===== src/rtl/or4_sweep_ctrl.sv =====
// Self-test sequencer for the 4-input OR gate: sweeps all 16 input vectors, samples and scores outputs.
// Optional OR4_SWEEP_LOOP_EN: continuous mode (wrap 15->0, done pulses on the final sample, err_cnt saturates).
module or4_sweep_ctrl #(
  parameter int HOLD_CYCLES = 4,
  parameter int HOLD_W      = 8
) (
  input  logic       clk,
  input  logic       rst_n,
  input  logic       start,
  input  logic       abort,
  output logic       drv_a,
  output logic       drv_b,
  output logic       drv_c,
  output logic       drv_d,
  input  logic       obs_e,
  input  logic       obs_f,
  input  logic       obs_g,
  output logic       busy,
  output logic       done,
  output logic       pass,
  output logic [4:0] err_cnt,
  output logic [3:0] first_err_vec,
  output logic       first_err_valid
);

  typedef enum logic [1:0] {
    S_IDLE,
    S_DRIVE,
    S_SAMPLE,
    S_DONE
  } state_t;

  localparam logic [HOLD_W-1:0] HOLD_LAST = HOLD_W'(HOLD_CYCLES - 1);

  state_t            state, state_nx;
  logic [3:0]        vec, vec_nx;
  logic [HOLD_W-1:0] hold, hold_nx;
  logic [4:0]        err_nx;
  logic [3:0]        fev_nx;
  logic              fvalid_nx;
  logic              pass_nx;
  logic              run_err, run_err_nx;
  logic              busy_nx;
  logic              done_nx;
  logic [3:0]        drv_nx;
  logic [2:0]        expect_obs;
  logic              mismatch;

  assign expect_obs = {|vec, vec[3] | vec[2], vec[1] | vec[0]};
  assign mismatch   = ({obs_g, obs_f, obs_e} != expect_obs);

  // NOTE: every variable gets a default before the case so no path leaves one unassigned (no latches).
  always_comb begin
    state_nx   = state;
    vec_nx     = vec;
    hold_nx    = hold;
    err_nx     = err_cnt;
    fev_nx     = first_err_vec;
    fvalid_nx  = first_err_valid;
    pass_nx    = pass;
    run_err_nx = run_err;

    case (state)
      S_IDLE: begin
        if (start && !abort) begin
          state_nx   = S_DRIVE;
          vec_nx     = 4'd0;
          hold_nx    = '0;
          err_nx     = 5'd0;
          fvalid_nx  = 1'b0;
          pass_nx    = 1'b0;
          run_err_nx = 1'b0;
        end
      end

      S_DRIVE: begin
        if (abort) begin
          state_nx = S_IDLE;
          pass_nx  = 1'b0;
        end else begin
          hold_nx = hold + 1'b1;
          if (hold == HOLD_LAST) state_nx = S_SAMPLE;
        end
      end

      S_SAMPLE: begin
        if (abort) begin
          state_nx = S_IDLE;
          pass_nx  = 1'b0;
        end else begin
          if (mismatch) begin
            err_nx     = (err_cnt == 5'd31) ? err_cnt : err_cnt + 5'd1;
            run_err_nx = 1'b1;
            if (!first_err_valid) begin
              fev_nx    = vec;
              fvalid_nx = 1'b1;
            end
          end
          if (vec == 4'd15) begin
            // run_err tracks only the sweep now ending, so pass reflects this sweep alone
            pass_nx    = !(run_err || mismatch);
            run_err_nx = 1'b0;
`ifdef OR4_SWEEP_LOOP_EN
            state_nx = S_DRIVE;
            vec_nx   = 4'd0;
            hold_nx  = '0;
`else
            state_nx = S_DONE;
`endif
          end else begin
            state_nx = S_DRIVE;
            vec_nx   = vec + 4'd1;
            hold_nx  = '0;
          end
        end
      end

      S_DONE:  state_nx = S_IDLE;
      default: state_nx = S_IDLE;
    endcase

    busy_nx = (state_nx == S_DRIVE) || (state_nx == S_SAMPLE);
    drv_nx  = busy_nx ? vec_nx : 4'd0;
`ifdef OR4_SWEEP_LOOP_EN
    done_nx = (state_nx == S_SAMPLE) && (vec_nx == 4'd15);
`else
    done_nx = (state_nx == S_DONE);
`endif
  end

  // NOTE: sequential state uses non-blocking assignments so every flop samples pre-edge values.
  always_ff @(posedge clk or negedge rst_n) begin
    if (!rst_n) begin
      state                      <= S_IDLE;
      vec                        <= 4'd0;
      hold                       <= '0;
      err_cnt                    <= 5'd0;
      first_err_vec              <= 4'd0;
      first_err_valid            <= 1'b0;
      pass                       <= 1'b0;
      run_err                    <= 1'b0;
      busy                       <= 1'b0;
      done                       <= 1'b0;
      {drv_d, drv_c, drv_b, drv_a} <= 4'd0;
    end else begin
      state                      <= state_nx;
      vec                        <= vec_nx;
      hold                       <= hold_nx;
      err_cnt                    <= err_nx;
      first_err_vec              <= fev_nx;
      first_err_valid            <= fvalid_nx;
      pass                       <= pass_nx;
      run_err                    <= run_err_nx;
      busy                       <= busy_nx;
      done                       <= done_nx;
      {drv_d, drv_c, drv_b, drv_a} <= drv_nx;
    end
  end

endmodule

===== config.mk =====
export PLATFORM = sky130hd
export DESIGN_NAME = or4_sweep_ctrl
export DESIGN_NICKNAME = d
export VERILOG_FILES = /design/src/rtl/or4_sweep_ctrl.sv
export SDC_FILE = /design/constraint.sdc
export NUM_CORES = 1
export LEC_CHECK = 0
export BUFFER_PORTS_ARGS = -buffer_cell sky130_fd_sc_hd__buf_2
export CAP_MARGIN = 5
export CORE_MARGIN = 2
export CORE_UTILIZATION = 28
export DETAILED_ROUTE_END_ITERATION = 7
export HOLD_SLACK_MARGIN = 0.05
export SYNTH_ARGS = -nofsm -noshare
export SYNTH_HDL_FRONTEND = slang
export SYNTH_SLANG_ARGS = --single-unit

===== constraint.sdc =====
create_clock -name clk -period 3.3 [get_ports clk]
set_input_delay 0.495 -clock clk [delete_from_list [all_inputs] [get_ports clk]]
set_output_delay 0.495 -clock clk [all_outputs]
set_load 0.01 [all_outputs]

==> results by group, run 1 <==
Floorplanning
  • Core ar.: ~0.0055 mm2
  • Die footprint: 0.00639 mm2
  • I/O pin count: 24
  • Initial Utilization: between 20 and 30%
  • Std cell rows: 27
  • Chip height: approximately 80 um
  • Die width: about 80 um

Synthesis
  • Area contributors post-synth: dfrtp_1 50%, ha_1 4.6%, nor2_1 4.6%
  • Post-Synthesis Net Count: 165
  • YS warnings: 0
  • Mean Syn Cell Area: 10.6 um2
  • Synth Cell Area: between 0.0015 and 0.002 mm2
  • Ys flop type: dfrtp_1
  • FF+latch count, synth: 32
  • Post-synth top area share: about 50%
  • EDFF count, synth: 0
  • Area leader, netlist: dfrtp_1
  • Count of different cell masters after synthesis: 38
  • Most frequent cell after synthesis: dfrtp_1
  • Post-synthesis sequential area ratio: about half
  • Synth Instances: approximately 150
  • Ys async rst share: 100%
  • Most frequent cells after synthesis: 32 x dfrtp_1, 20 x nor2_1, 8 x a21oi_1

Route
  • Final WL: about 3300 um
  • DRC violations left: 0
  • Met1 WL: 1600 um
  • Detailed router's first-iteration violation count: 33
  • ANT nets after route: 0
  • WL met2: approximately 1500 um
  • Met3 wire length: 107 um
  • Top Layer Used: met4
  • Vias per cell: 4.81
  • DR vias: 1212
  • Wire per inst: between 10 and 15 um
  • Pre-Repair DR Iteration Count: 4

Cells and area
  • Sequential cell area: 801 um2
  • Filler cells: 597
  • Area Growth Syn to Fin: 18.9%
  • Final Util: ~35%
  • N_diodes: 0
  • Finished Layout Cells: 252
  • Multi-input gate area: ~780 um2
  • Fin area: 0.00192 mm2
  • Layout cells sized above 1: a little under a quarter
  • Nets: 192

Timing
  • Clock period minus worst slack: 2.30 ns
  • Setup TNS: 0 ns
  • Fin. max-slew vios: 0
  • Setup ws final: 1.00 ns
  • Max Clock Freq: 435 MHz
  • RSZ-0062 raised after global routing: no
  • Headroom to the max-slew limit: 53.2%
  • Final setup vio count: 0
  • Final period util: 69.6%
  • Actual slew at the worst max-slew pin: 0.701 ns
  • Hold WS: 0.246 ns
  • Setup Skew: 0.00603 ns
  • Final Hold Fails: 0

Pwr
  • Worst-case vdd ir drop: 145 uV
  • Total power draw: 0.875 mW
  • Power Density: roughly 460 mW/mm2
  • LEAKAGE: 0.912 nW

Global routing
  • Total Routing Usage GR: between 10% and 20%
  • Vias in the first global route: roughly 1200
  • Final global-route overflow total: 0
  • Pin count of the biggest net entering global routing: 33
  • First-pass GRT wire length: slightly below 6000 um
  • Initial antenna violation count: 0

Setup path
  • Reg2reg setup slack: 1.00 ns
  • CP Max Fanout: 4
  • Critical path, cell by cell: inv_1 -> ha_1 -> or3b_4 -> a2111oi_4 -> nor2_1 -> nand3b_2 -> mux2_2
  • Critical Path AT: between 2 and 2.5 ns
  • FF-to-FF End: first_err_vec[1]$_DFFE_PN0P_
  • Worst path required time: 3.48 ns
  • CP startpoint kind: register
  • R2R depth: 7
  • Highest-delay cell along the critical path: dfrtp_1
  • Crit-path max cell delay: 0.41 ns
  • Worst Setup Path Type: register to register
  • Worst r2r src: vec[0]$_DFF_PN0_
  • Worst setup EP type: register

CTS
  • Clock Sinks: 32
  • Setup repair bufs after CTS: 0
  • CTS tree: yes
  • Clock transition at the registers of the reported paths: approximately 0.070 ns
  • CTS buffer count: 5
  • Worst skew pair latency: a little under 0.3 ns
  • CTS Buffer Depth: 2
  • CTS root buffer: clkbuf_8
  • Cts-stage hold buffer count: 0
  • H-Tree Depth: 2
  • Cts repair resizes: 0

Job
  • Max Cap Violations: 0

Place
  • Place WS: 1.01 ns
  • PortBufs: 23
  • Final Wtd Congestion: 0.767
  • Placed cell area: 0.00181 mm2
  • Placed insts: roughly 240
  • Post-DP HPWL: 2330 um

Run status
  • Status: completed

Hold path
  • Worst hold path class: primary input to async pin
flip-flops by register name, indices dropped and copies added (netlist names), 2 cells and up:
| signal | cells |
|---|---|
| hold | 8 |
| err_cnt | 5 |
| first_err_vec | 4 |
| vec | 4 |
| state | 2 |
worst max-delay path, delay by kind of cell (launching register included):
family,cells,cell delay [ns]
mux,1,0.35
simple gates,3,0.74
fa+ha+maj,1,0.21
flops,1,0.41
compound gates,1,0.37
buf+inv,1,0.10
layout make-up:
type	instances	area share (%)
Inverter	6	1.17
Clock inverter	3	2.21
Tap cell	72	4.69
Clock buffer	5	3.58
Multi-Input combinational cell	111	40.7
Sequential cell	32	41.7
Timing Repair Buffer	23	5.99
layer usage:
layer / vias up / GRT usage [%]
met5: - / 0
met4: 0 / 6.61
met3: 5 / 4.41
met2: 16 / 19.0
met1: 598 / 15.0
li1: 593 / -
layout by cell type, fill, tap and decap left out, types with 7 or more instances in the layout:
cell / n
dfrtp_1: 32
buf_2: 23
nor2_1: 20
a21oi_1: 8
nand3_1: 7
xnor2_1: 7
power by group:
part / switching (mW) / internal, mW / leakage [nW] / total [mW]
sequential: 0.0159 / 0.406 / 0.440 / 0.422
clock: 0.154 / 0.223 / 0.0541 / 0.377
combinational: 0.0434 / 0.0324 / 0.418 / 0.0757
how the worst max path moves through the flow:
stage,to,slack (ns),from
after floorplan,first_err_vec[0]$_DFFE_PN0P_,1.17,vec[0]$_DFF_PN0_
after global placement,drv_b$_DFF_PN0_,1.07,abort
after global routing,first_err_vec[2]$_DFFE_PN0P_,0.88,vec[0]$_DFF_PN0_
after CTS,first_err_vec[1]$_DFFE_PN0P_,1.00,vec[0]$_DFF_PN0_
final,first_err_vec[1]$_DFFE_PN0P_,1.00,vec[0]$_DFF_PN0_
after detailed placement,first_err_vec[1]$_DFFE_PN0P_,1.01,vec[0]$_DFF_PN0_
kinds of logic (layout without fill, tap and decap cells):
family	after synthesis	count (layout)	share of synthesized area, %
buf+inv	9	37	2.09
simple gates	68	68	24.3
xor+xnor	7	7	3.80
mux	9	9	6.04
compound gates	21	21	9.53
fa+ha+maj	6	6	4.65
flops	32	32	49.6
No activity file was read; power rests on OpenSTA's default activity.
==> run 2, diff against run 1 <==
==> constraint.sdc (replaced) <==
create_clock -name clk -period 2.3 [get_ports clk]
set_input_delay 0.345 -clock clk [delete_from_list [all_inputs] [get_ports clk]]
set_output_delay 0.345 -clock clk [all_outputs]
set_load 0.01 [all_outputs]
==> results by group, run 2 (same netlist as run 1, synthesis figures left out) <==
Timing
  • Max Clock Freq: 446 MHz
  • Fin. max-slew vios: 0
  • Actual slew at the worst max-slew pin: 0.706 ns
  • Hold WS: 0.102 ns
  • Final Hold Fails: 0
  • Headroom to the max-slew limit: 52.9%
  • Final period util: 97.6%
  • Clock period minus worst slack: approximately 2.2 ns
  • Final setup vio count: 0
  • Setup Skew: 0.00874 ns

Cells and area
  • Layout cells sized above 1: 29.6%
  • Most frequent cells in the layout: 32 x dfrtp_1, 23 x buf_2, 20 x nor2_1
  • Final Util: 36.5%
  • Largest register FFs: 8
  • Largest register by flop count: hold
  • Most common cell after layout, fill and taps aside: dfrtp_1
  • N_diodes: 0
  • Nets: ~200
  • Largest regs: hold (8), err_cnt (5)
  • Filler cells: 588
  • Area Growth Syn to Fin: 25.2%

Global routing
  • Total Routing Usage GR: 12.3%
  • First-pass GRT wire length: 5970 um
  • Pin count of the biggest net entering global routing: 33
  • Initial antenna violation count: 0
  • Vias in the first global route: ~1200
  • Final global-route overflow total: 0

Job
  • Max Cap Violations: 0

CTS
  • Clock Sinks: 32
  • Worst skew pair latency: 0.28 ns
  • CTS Buffer Depth: 2
  • CTS tree: yes
  • Cts-stage hold buffer count: 0
  • Clock transition at the registers of the reported paths: approximately 0.07 ns
  • CTS root buffer: clkbuf_8
  • CTS buffer count: 5
  • H-Tree Depth: 2

Setup path
  • Worst Setup Path Type: register to register
  • CP startpoint kind: register
  • CP Buf/Inv Count: 2
  • Critical Path AT: 2.41 ns
  • Crit-path max cell delay: 0.42 ns
  • CP Max Fanout: 3
  • Critical path, cell by cell: inv_2 -> ha_4 -> or3b_4 -> a2111oi_4 -> buf_4 -> nor4b_4 -> or2_4 -> a22o_1
  • Worst setup EP type: register
  • Top delay family on crit path: simple AND/OR/NAND/NOR gates
  • Worst path required time: 2.47 ns
  • Highest-delay cell along the critical path: dfrtp_1

Pwr
  • Worst-case vdd ir drop: a little over 400 uV
  • LEAKAGE: between 0.9 and 1 nW
  • Power Density: 649 mW/mm2

Route
  • Pre-Repair DR Iteration Count: 4
  • Detailed router's first-iteration violation count: 51
  • DR vias: roughly 1300
  • Vias per cell: 4.85
  • ANT nets after route: 0
  • Final WL: 3490 um
  • Wire per inst: 13.4 um
  • DRC violations left: 0

Run status
  • Status: completed

Floorplanning
  • Die width: 80.0 um
  • Core ar.: 0.00554 mm2
  • Chip height: 80.0 um
  • Die footprint: ~0.0064 mm2
  • I/O pin count: 24
  • Initial Utilization: between 20% and 30%
  • Std cell rows: 27

Place
  • Post-DP HPWL: 2520 um
  • Final Wtd Congestion: 0.805
  • PortBufs: 23

Hold path
  • Worst hold path class: primary input to async pin
[run 2: cell types whose count changed in the layout (fill, tap and decap cells not counted)]
cell,before,now
inv_1,6,4
inv_2,0,2
clkinvlp_4,1,0
clkbuf_8,5,7
clkinv_2,1,0
nor4_1,2,1
nor4_2,0,1
ha_4,0,1
ha_1,6,5
buf_4,0,9
[run 2: layer usage]
| metal | GRT usage (%) | vias to the layer above | wire length, um |
|---|---|---|---|
| met4 | 5.08 | 0 | 63 |
| met1 | 16.3 | 620 | 1650 |
| li1 | - | 612 | - |
| met5 | 0 | - | 0 |
| met2 | 18.7 | 24 | 1640 |
| met3 | 3.73 | 9 | 131 |
[run 2: timing repair]
action | CTS | global route
gates resized for setup | 0 | 5
buffers inserted | 0 | 4
setup endpoints to repair | 0 | 6
[run 2: area by class of cell]
class / count / area, um2 / area share [%]
Sequential cell: 32 / 801 / 39.6
Multi-Input combinational cell: 111 / 800 / 39.5
Clock inverter: 1 / 30.0 / 1.49
Tap cell: 72 / 90.1 / 4.46
Inverter: 6 / 22.5 / 1.11
Clock buffer: 7 / 96.3 / 4.76
Timing Repair Buffer: 32 / 183 / 9.03
[run 2: power by group]
group	internal [mW]	total [mW]	switching, mW	leakage (nW)
logic	0.0523	0.117	0.0645	0.465
registers	0.583	0.608	0.0252	0.440
clock network	0.382	0.587	0.205	0.0645
total	1.02	1.31	0.295	0.970
[run 2: stage by stage]
step,instance area [um2],power (mW),setup slack [ns],TNS (ns),instances
6_report,2020,1.31,0.0557,0,261
5_1_grt,2020,1.38,-0.0230,-0.0230,261
4_1_cts,1970,1.33,0.0274,0,257
3_5_place_dp,1850,0.731,0.0484,0,249
3_3_place_gp,1850,0.729,0.116,0,249
2_1_floorplan,1620,0.685,0.172,0,152
[run 2: worst paths after layout]
check | from | end | slack [ns] | cells after the start
min in group clk | abort | state[1]$_DFF_PN0_ | 0.49 | 2
setup reg to reg | vec[1]$_DFF_PN0_ | err_cnt[2]$_DFFE_PN0P_ | 0.06 | 8
setup / recovery | vec[1]$_DFF_PN0_ | err_cnt[2]$_DFFE_PN0P_ | 0.06 | 8
max in group asynchronous | rst_n | hold[4]$_DFFE_PN0P_ | 1.74 | 1
hold / removal | rst_n | first_err_vec[2]$_DFFE_PN0P_ | 0.10 | 1
hold reg to reg | err_cnt[3]$_DFFE_PN0P_ | err_cnt[3]$_DFFE_PN0P_ | 0.50 | 1
==> run 3, diff against run 2 <==
--- a/config.mk
+++ b/config.mk
@@ -11,6 +11,7 @@
 export CORE_UTILIZATION = 28
 export DETAILED_ROUTE_END_ITERATION = 7
 export HOLD_SLACK_MARGIN = 0.05
+export PLACE_DENSITY = 0.53
 export SYNTH_ARGS = -nofsm -noshare
 export SYNTH_HDL_FRONTEND = slang
 export SYNTH_SLANG_ARGS = --single-unit
==> results by group, run 3 (same netlist as run 1, synthesis figures left out) <==
Route
  • DR vias: roughly 1200
  • DRC violations left: 0
  • Pre-Repair DR Iteration Count: 4
  • Wire per inst: 12.6 um
  • Vias per cell: 4.73
  • ANT nets after route: 0
  • Final WL: 3270 um
  • Detailed router's first-iteration violation count: 59

Cells and area
  • N_diodes: 0
  • Most common cell after layout, fill and taps aside: dfrtp_1
  • Largest register FFs: 8
  • Largest register by flop count: hold
  • Area Growth Syn to Fin: 21.8%
  • Layout cells sized above 1: 27.8%
  • Nets: just under 200
  • Largest regs: hold (8), err_cnt (5)
  • Fin area: 0.00197 mm2
  • Most frequent cells in the layout: 32 x dfrtp_1, 23 x buf_2, 20 x nor2_1
  • Finished Layout Cells: 259

CTS
  • CTS buffer count: 5
  • Clock Sinks: 32
  • Clock transition at the registers of the reported paths: 0.07 ns
  • Worst skew pair latency: 0.28 ns
  • Cts-stage hold buffer count: 0
  • CTS tree: yes
  • H-Tree Depth: 2
  • CTS Buffer Depth: 2
  • CTS root buffer: clkbuf_8

Timing
  • Fin. max-slew vios: 0
  • Max Clock Freq: around 460 MHz
  • Headroom to the max-slew limit: between 50% and 60%
  • Final period util: 95.5%
  • Actual slew at the worst max-slew pin: 0.714 ns
  • Setup TNS: 0 ns
  • Final Hold Fails: 0
  • Final setup vio count: 0
  • Setup ws final: 0.103 ns
  • Setup Skew: 0.00455 ns
  • Hold WS: ~0.11 ns
  • Clock period minus worst slack: 2.20 ns

Place
  • Post-DP HPWL: 2300 um
  • Placed cell area: 0.00184 mm2
  • Final Wtd Congestion: 0.736
  • PortBufs: 23
  • Placed insts: 248
  • Place WS: between 0.07 and 0.08 ns

Global routing
  • Pin count of the biggest net entering global routing: 33
  • Initial antenna violation count: 0
  • Final global-route overflow total: 0
  • First-pass GRT wire length: 5530 um
  • Total Routing Usage GR: 11.4%
  • Vias in the first global route: roughly 1200

Floorplanning
  • Core ar.: 0.00554 mm2
  • Chip height: ~80 um
  • Die footprint: around 0.0064 mm2
  • I/O pin count: 24
  • Initial Utilization: 29.2%
  • Die width: between 70 and 80 um
  • Std cell rows: 27

Pwr
  • Sequential share of power: 52.0%
  • Net Switching: a little under 0.3 mW
  • Logic pwr share: 9.9%
  • Power Density: around 590 mW/mm2
  • Switch share: roughly a quarter
  • LEAKAGE: roughly 0.95 nW
  • Clock Power Share: 38.1%
  • Int Power: 0.873 mW
  • Worst-case vdd ir drop: 277 uV

Setup path
  • Highest-delay cell along the critical path: dfrtp_1
  • CP startpoint kind: register
  • Worst path required time: 2.47 ns
  • Worst Setup Path Type: register to register
  • Critical Path AT: 2.36 ns
  • CP Max Fanout: 6
  • CP Buf/Inv Count: 2
  • Top delay family on crit path: simple AND/OR/NAND/NOR gates
  • Worst setup EP type: register
  • Crit-path max cell delay: around 0.4 ns
  • Critical path, cell by cell: inv_1 -> ha_4 -> or3b_4 -> a2111oi_4 -> buf_4 -> nor4b_4 -> or2_4 -> a22o_1

Run status
  • Status: completed

Hold path
  • Worst hold path class: primary input to async pin

Job
  • Max Cap Violations: 0
## run 3: area by class of cell
class,instances,area (um2)
clock buffers,6,82.6
multi-input cells,111,793
fillers,583,3570
inverters,6,22.5
flip-flops and latches,32,801
well taps,72,90.1
clock inverters,2,10.0
repair buffers,30,168
## run 3: final timing paths
kind	cells past startpoint	slack (ns)	end	from
worst max-delay path	8	0.10	err_cnt[2]$_DFFE_PN0P_	vec[1]$_DFF_PN0_
worst min-delay path	1	0.11	err_cnt[4]$_DFFE_PN0P_	rst_n
worst max register to register	8	0.10	err_cnt[2]$_DFFE_PN0P_	vec[1]$_DFF_PN0_
worst min register to register	1	0.50	first_err_vec[0]$_DFFE_PN0P_	first_err_vec[0]$_DFFE_PN0P_
max in group asynchronous	1	1.73	hold[2]$_DFFE_PN0P_	rst_n
min in group clk	2	0.50	state[1]$_DFF_PN0_	abort
## run 3: worst register-to-register path, stage by stage, from the launching register on
cell       delay (ns)
dfrtp_1          0.40
inv_1            0.11
ha_4             0.15
or3b_4           0.38
a2111oi_4        0.37
buf_4            0.18
nor4b_4          0.06
or2_4            0.25
a22o_1           0.19
## run 3: through the flow
stage,total power [mW],utilization [%]
after floorplan,0.685,-
after global routing,1.24,35.5
after CTS,1.19,34.9
final,1.17,35.5
after detailed placement,0.729,33.2
after global placement,0.730,33.2
## run 3: repair_timing
item,4_1_cts,5_1_grt
resized for setup,0,3
buffers inserted,0,3
endpoints found under the hold margin,0,0
endpoints found under the setup margin,0,6
## run 3: per-layer routing
| metal | vias up | GRT usage [%] | wire, um |
|---|---|---|---|
| met3 | 2 | 3.05 | 121 |
| li1 | 607 | - | - |
| met1 | 589 | 15.7 | 1670 |
| met4 | 0 | 4.58 | 19 |
| met2 | 28 | 16.8 | 1460 |
| met5 | - | 0 | 0 |
## run 3: power groups by stage
stage | clock [mW] | sequential (mW) | combinational, mW
after floorplan | 0 | 0.610 | 0.0749
after global placement | 0 | 0.617 | 0.114
after detailed placement | 0 | 0.616 | 0.113
after CTS | 0.467 | 0.605 | 0.114
after global routing | 0.503 | 0.608 | 0.132
final | 0.444 | 0.606 | 0.115
